$ cat config.mk
export PLATFORM = sky130hd
export DESIGN_NAME = mem_port_arbiter
export DESIGN_NICKNAME = d
export VERILOG_FILES = /design/src/rtl/mem_arb_pkg.sv /design/src/rtl/arb_prio_sel.sv /design/src/rtl/mem_port_arbiter.sv
export SDC_FILE = /design/constraint.sdc
export NUM_CORES = 1
export LEC_CHECK = 0
export ABC_AREA = 1
export CORE_MARGIN = 5
export CORE_UTILIZATION = 35
export CTS_CLUSTER_SIZE = 24
export DETAILED_ROUTE_END_ITERATION = 6
export PLACE_DENSITY_LB_ADDON = 0.25
export SYNTH_ARGS = -nofsm -noshare
export SYNTH_HDL_FRONTEND = slang
export SYNTH_SLANG_ARGS = --single-unit
$ cat constraint.sdc
create_clock -name clk -period 10.7 [get_ports clk]
set_input_delay 2.675 -clock clk [delete_from_list [all_inputs] [get_ports clk]]
set_output_delay 2.675 -clock clk [all_outputs]
set_load 0.01 [all_outputs]
$ cat src/rtl/mem_arb_pkg.sv
// Shared types and default widths for the IFU/LSU memory port arbiter.
package mem_arb_pkg;

  localparam int ADDR_W_DEF     = 32;
  localparam int DATA_W_DEF     = 32;
  localparam int STREAK_MAX_DEF = 4;
  localparam int TIMEOUT_DEF    = 255;

  typedef enum logic [1:0] {
    ARB_IDLE,
    ARB_REQ,
    ARB_RESP
  } arb_state_t;

  typedef enum logic {
    OWN_IFU = 1'b0,
    OWN_LSU = 1'b1
  } owner_t;

endpackage

$ cat src/rtl/arb_prio_sel.sv
// Combinational grant selection: LSU priority with a streak guard for a waiting IFU.
module arb_prio_sel (
  input  logic ifu_valid,
  input  logic lsu_valid,
  input  logic streak_sat,
  output logic grant_ifu,
  output logic grant_lsu
);

  // Once the LSU streak saturates, a waiting IFU takes the next grant.
  assign grant_lsu = lsu_valid & ~(streak_sat & ifu_valid);
  assign grant_ifu = ifu_valid & ~grant_lsu;

endmodule

$ cat src/rtl/mem_port_arbiter.sv
// Shares one memory port between IFU and LSU: one transaction in flight,
// registered responses, LSU priority with anti-starvation and a response timeout.
module mem_port_arbiter
  import mem_arb_pkg::*;
#(
  parameter int ADDR_W     = ADDR_W_DEF,
  parameter int DATA_W     = DATA_W_DEF,
  parameter int STREAK_MAX = STREAK_MAX_DEF,
  parameter int TIMEOUT    = TIMEOUT_DEF
) (
  input  logic                clk,
  input  logic                reset,
  input  logic                ifu_req_valid,
  output logic                ifu_req_ready,
  input  logic [ADDR_W-1:0]   ifu_addr,
  output logic                ifu_resp_valid,
  output logic                ifu_resp_err,
  input  logic                lsu_req_valid,
  output logic                lsu_req_ready,
  input  logic [ADDR_W-1:0]   lsu_addr,
  input  logic                lsu_wen,
  input  logic [DATA_W-1:0]   lsu_wdata,
  input  logic [DATA_W/8-1:0] lsu_wmask,
  output logic                lsu_resp_valid,
  output logic                lsu_resp_err,
  output logic [DATA_W-1:0]   resp_rdata,
  output logic                mem_req_valid,
  input  logic                mem_req_ready,
  output logic [ADDR_W-1:0]   mem_addr,
  output logic                mem_wen,
  output logic [DATA_W-1:0]   mem_wdata,
  output logic [DATA_W/8-1:0] mem_wmask,
  input  logic                mem_resp_valid,
  input  logic [DATA_W-1:0]   mem_rdata,
  output logic                busy,
  output logic                owner
);

  localparam int MASK_W   = DATA_W / 8;
  localparam int STREAK_W = $clog2(STREAK_MAX + 1);
  localparam int TMR_W    = $clog2(TIMEOUT + 1);

  arb_state_t          state_q, state_d;
  owner_t              owner_q, owner_d;
  logic [ADDR_W-1:0]   addr_q, addr_d;
  logic                wen_q, wen_d;
  logic [DATA_W-1:0]   wdata_q, wdata_d;
  logic [MASK_W-1:0]   wmask_q, wmask_d;
  logic [STREAK_W-1:0] streak_q, streak_d;
  logic [TMR_W-1:0]    timer_q, timer_d;
  logic [DATA_W-1:0]   rdata_q, rdata_d;
  logic                ifu_rv_q, ifu_rv_d, lsu_rv_q, lsu_rv_d;
  logic                ifu_err_q, ifu_err_d, lsu_err_q, lsu_err_d;
  logic                grant_ifu, grant_lsu, idle, tmo_hit, done, abort;

  assign idle = (state_q == ARB_IDLE);

  arb_prio_sel u_prio_sel (
    .ifu_valid  (ifu_req_valid),
    .lsu_valid  (lsu_req_valid),
    .streak_sat (streak_q == STREAK_W'(STREAK_MAX)),
    .grant_ifu  (grant_ifu),
    .grant_lsu  (grant_lsu)
  );

  assign ifu_req_ready = idle & ~reset & grant_ifu;
  assign lsu_req_ready = idle & ~reset & grant_lsu;

  // timer_q trails the busy-cycle count by one and the pulse is registered,
  // so this places the error pulse exactly TIMEOUT cycles after the grant.
  assign tmo_hit = (timer_q == TMR_W'(TIMEOUT - 2));
  assign done    = (state_q == ARB_RESP) & mem_resp_valid;
  assign abort   = ~idle & ~done & tmo_hit;

  always_comb begin
    // NOTE: every _d gets a default first so no path leaves it unassigned and infers a latch.
    state_d   = state_q;
    owner_d   = owner_q;
    addr_d    = addr_q;
    wen_d     = wen_q;
    wdata_d   = wdata_q;
    wmask_d   = wmask_q;
    streak_d  = streak_q;
    timer_d   = timer_q;
    rdata_d   = rdata_q;
    ifu_rv_d  = 1'b0;
    lsu_rv_d  = 1'b0;
    ifu_err_d = 1'b0;
    lsu_err_d = 1'b0;

    case (state_q)
      ARB_IDLE: begin
        if (lsu_req_ready) begin
          state_d = ARB_REQ;
          owner_d = OWN_LSU;
          addr_d  = lsu_addr;
          wen_d   = lsu_wen;
          wdata_d = lsu_wdata;
          wmask_d = lsu_wmask;
          timer_d = '0;
          if (!ifu_req_valid)                         streak_d = '0;
          else if (streak_q != STREAK_W'(STREAK_MAX)) streak_d = streak_q + 1'b1;
        end else if (ifu_req_ready) begin
          state_d  = ARB_REQ;
          owner_d  = OWN_IFU;
          addr_d   = ifu_addr;
          wen_d    = 1'b0;
          wdata_d  = '0;
          wmask_d  = '0;
          timer_d  = '0;
          streak_d = '0;
        end
      end
      ARB_REQ: begin
        timer_d = timer_q + 1'b1;
        if (mem_req_ready) state_d = ARB_RESP;
      end
      ARB_RESP: timer_d = timer_q + 1'b1;
      default:  state_d = ARB_IDLE;
    endcase

    // A real response beats a timeout that matures in the same cycle.
    if (done || abort) begin
      state_d = ARB_IDLE;
      rdata_d = done ? mem_rdata : '0;
      if (owner_q == OWN_LSU) begin
        lsu_rv_d  = 1'b1;
        lsu_err_d = abort;
      end else begin
        ifu_rv_d  = 1'b1;
        ifu_err_d = abort;
      end
    end
  end

  always_ff @(posedge clk or posedge reset) begin
    // NOTE: sequential state uses non-blocking assignments so every flop samples pre-edge values.
    if (reset) begin
      state_q   <= ARB_IDLE;
      owner_q   <= OWN_IFU;
      addr_q    <= '0;
      wen_q     <= 1'b0;
      wdata_q   <= '0;
      wmask_q   <= '0;
      streak_q  <= '0;
      timer_q   <= '0;
      rdata_q   <= '0;
      ifu_rv_q  <= 1'b0;
      lsu_rv_q  <= 1'b0;
      ifu_err_q <= 1'b0;
      lsu_err_q <= 1'b0;
    end else begin
      state_q   <= state_d;
      owner_q   <= owner_d;
      addr_q    <= addr_d;
      wen_q     <= wen_d;
      wdata_q   <= wdata_d;
      wmask_q   <= wmask_d;
      streak_q  <= streak_d;
      timer_q   <= timer_d;
      rdata_q   <= rdata_d;
      ifu_rv_q  <= ifu_rv_d;
      lsu_rv_q  <= lsu_rv_d;
      ifu_err_q <= ifu_err_d;
      lsu_err_q <= lsu_err_d;
    end
  end

  assign mem_req_valid  = (state_q == ARB_REQ);
  assign mem_addr       = addr_q;
  assign mem_wen        = wen_q;
  assign mem_wdata      = wdata_q;
  assign mem_wmask      = wmask_q;
  assign resp_rdata     = rdata_q;
  assign ifu_resp_valid = ifu_rv_q;
  assign lsu_resp_valid = lsu_rv_q;
  assign ifu_resp_err   = ifu_err_q;
  assign lsu_resp_err   = lsu_err_q;
  assign busy           = ~idle;
  assign owner          = owner_q;

endmodule

==> results.json <==
{
  "status": "finished, final reports clean",
  "synth_nets": 695,
  "dp_hpwl_mm": 11.38,
  "r2r-start": "state_q[0]",
  "grt_start_max_net_pins": 82,
  "ys_warn_count": 0,
  "layout_setup_ws_ns": 2.886,
  "cts-htree-levels": 4,
  "grt_usage_pct": 18.17,
  "post-route-period-util_pct": 73.03,
  "clkPwrFrac_pct": 24.1,
  "grt_pass1_wl_mm": 23.92,
  "pin_count": 249,
  "cts_max_path_buffers": 2,
  "whs_path_depth": 2,
  "max_slew_margin_pct": 16.81,
  "cts_resized": 0,
  "antenna_found_initial": 0,
  "p_int_mw": 1.487,
  "overflow": 0,
  "max_freq_ghz": 0.1280,
  "path_cells": "clkdlybuf4s50_1 > nand3_1 > nand3_2 > inv_1 > clkdlybuf4s50_1",
  "pwr-share-seq_pct": 34.1,
  "dpl_cell_area_um2": 7667,
  "core_area_um2": 14420,
  "die_w_um": 130.7,
  "synth_area_per_cell_um2": 9.309,
  "drc": 0,
  "finClkSkew_ns": 0.006988,
  "hold_end": "resp_rdata[14]",
  "regToRegEndpoint": "streak_q[0]",
  "n_antenna_cell": 0,
  "pre_cts_slack_ns": 2.834,
  "synthMuxAreaShare_pct": 0,
  "netlist_top_cells_count": "nand2_1, dfrtp_1, inv_1",
  "fillers": 1236,
  "power.total_mw": 2.222,
  "cts_setup_buffers": 0,
  "cts_tree": "done",
  "powerDensity_nw_per_um2": 269.8,
  "fin_area_um2": 8235,
  "setup_violations": 0,
  "gp_congestion": 0.7979,
  "combPwrFrac_pct": 41.8,
  "io_buffer_count": 248,
  "r2r_setup_slack_ns": 7.65,
  "worstRegToRegCells": 9,
  "synthCells": 548,
  "start_util_pct": 35.37,
  "cts_buffers": 17,
  "cp_slowest_cell": "nand3_2",
  "synth_edf_count": 0,
  "cp.required_ns": 8.03,
  "synthAdderAreaFrac_pct": 1.962,
  "rsz0062_at_grt": "false",
  "synthSimpleGateAreaFrac_pct": 17.32,
  "dr.pass1.iters": 4,
  "drt-wirelength-per-cell_um": 15.99,
  "fin_cells": 984,
  "static-leakage-power_nw": 3.770,
  "place_inst": 952,
  "drv_cap": 0,
  "synth_xor_area_share_pct": 0.3434,
  "async_reset_ff_share_pct": 100.0,
  "syn-cell-area_um2": 5101,
  "slew_viol_final": 0,
  "endpoint_kind": "primary output",
  "synth_compound_area_share_pct": 14.67,
  "ys_seq_elements": 119,
  "clk_latency_ns": 0.41,
  "die_area_um2": 17090,
  "syn_to_final_growth_pct": 61.44,
  "seq_area_frac_synth_pct": 58.38,
  "drt_iter0_drc": 212,
  "clk_pin_slew_ns": 0.06,
  "yosysMostFrequentCell": "nand2_1",
  "synth_top_family_by_area": "simple AND/OR/NAND/NOR gates",
  "worst_slew_pin_slew_ns": 1.248,
  "synthFlopType": "dfrtp_1",
  "vias": 4737,
  "finalWirelength_mm": 15.74,
  "row_count": 44,
  "fin_setup_tns_ns": 0,
  "hold_start": "resp_rdata[14]",
  "cpMostUsedCell": "clkdlybuf4s50_1",
  "hold_viol": 0,
  "hold_buffers": 0,
  "min_path_type": "flop to flop",
  "critPathMaxFanout": 66,
  "cts_root_buffer": "clkbuf_16",
  "cpPeakStageDelay_ns": 0.83,
  "synthDistinctLibCells": 25,
  "switchingPower_uw": 734.4,
  "post-route-min-period_ns": 7.814,
  "yosys.area.top_type": "dfrtp_1",
  "drive_gt1_share_pct": 5.250,
  "cts.sinks": 119,
  "ir_worst_vdd_uv": 116.0,
  "cp_data_arrival_time_ns": 5.14,
  "worstSetupStartpointType": "input port",
  "viasPerCell": 4.814,
  "post-synth-top-area-fraction_pct": 58.38,
  "grt_pass1_vias": 4664,
  "synthTopCellsByArea": "dfrtp_1, nand2_1, a22o_1",
  "nets": 934,
  "critical_path_class": "input port to primary output",
  "sw_frac_of_total_pct": 33.05,
  "ant_nets": 0,
  "die_h_um": 130.7
}
## placed cells by master (no fill, tap or decap), drive strengths merged, types with 8 or more instances in the layout
master and count:
clkdlybuf4s50 248, clkbuf 20, dfrtp 119, a21oi 38, ha 8, nor2 47
nand2 124, nand3 42, o21ai 41, inv 51, a22o 37
## power groups by stage
stage                     Combinational (mW)  Sequential, mW  Clock [mW]
final                                  0.930           0.757       0.535
after global routing                    1.01           0.786       0.573
after CTS                              0.947           0.759       0.550
after floorplan                        0.328           0.841           0
after detailed placement               0.944           0.764           0
after global placement                 0.925           0.754           0
## worst max path at each step
stage,start,end,slack (ns),depth (start not counted)
2_1_floorplan,reset,mem_wdata[10],4.45,5
3_3_place_gp,ifu_req_valid,lsu_req_ready,2.87,5
3_5_place_dp,ifu_req_valid,lsu_req_ready,2.83,5
4_1_cts,reset,lsu_req_ready,2.83,5
5_1_grt,ifu_req_valid,lsu_req_ready,2.64,5
6_report,ifu_req_valid,lsu_req_ready,2.89,5
## registers in the layout, indices dropped and copies added, names as in the netlist, 2 cells and up
name        count
mem_addr       32
mem_wdata      32
resp_rdata     32
timer_q         8
mem_wmask       4
streak_q        3
state_q         2
## critical path, delay by kind of cell
kind / cells / cell delay, ns
buf+inv: 3 / 1.45
simple gates: 2 / 1.00
## kinds of logic after synthesis
family	after synthesis
and+or+nand+nor	216
DFF	119
AOI/OAI and AO/OA	120
buffers and inverters	83
adders and majority gates	8
xor gates and xnor gates	2
## metrics by stage
step,util (%),hold slack (ns)
finish,57.10,0.4686
global route,57.10,0.4958
CTS,57.10,0.4716
detailed placement,53.16,0.4573
global placement,53.16,0.4540
floorplan,-,0.4693
## layout make-up
type	count	area (um^2)	area share, %
Clock buffer	20	466.7	5.667
Inverter	50	190.2	2.309
Multi-Input combinational cell	346	1749	21.24
Tap cell	184	230.2	2.796
Sequential cell	119	2978	36.16
Clock inverter	12	101.3	1.231
Timing Repair Buffer	253	2520	30.60
## per-layer routing
| metal | vias to the layer above | track usage [%] | routed length, um |
|---|---|---|---|
| met4 | 0 | 7.985 | 380 |
| met2 | 150 | 32.51 | 8522 |
| met5 | - | 0 | 0 |
| met1 | 2276 | 20.31 | 5844 |
| li1 | 2283 | - | - |
| met3 | 28 | 4.756 | 989 |
(Power assumes the default switching activity.)
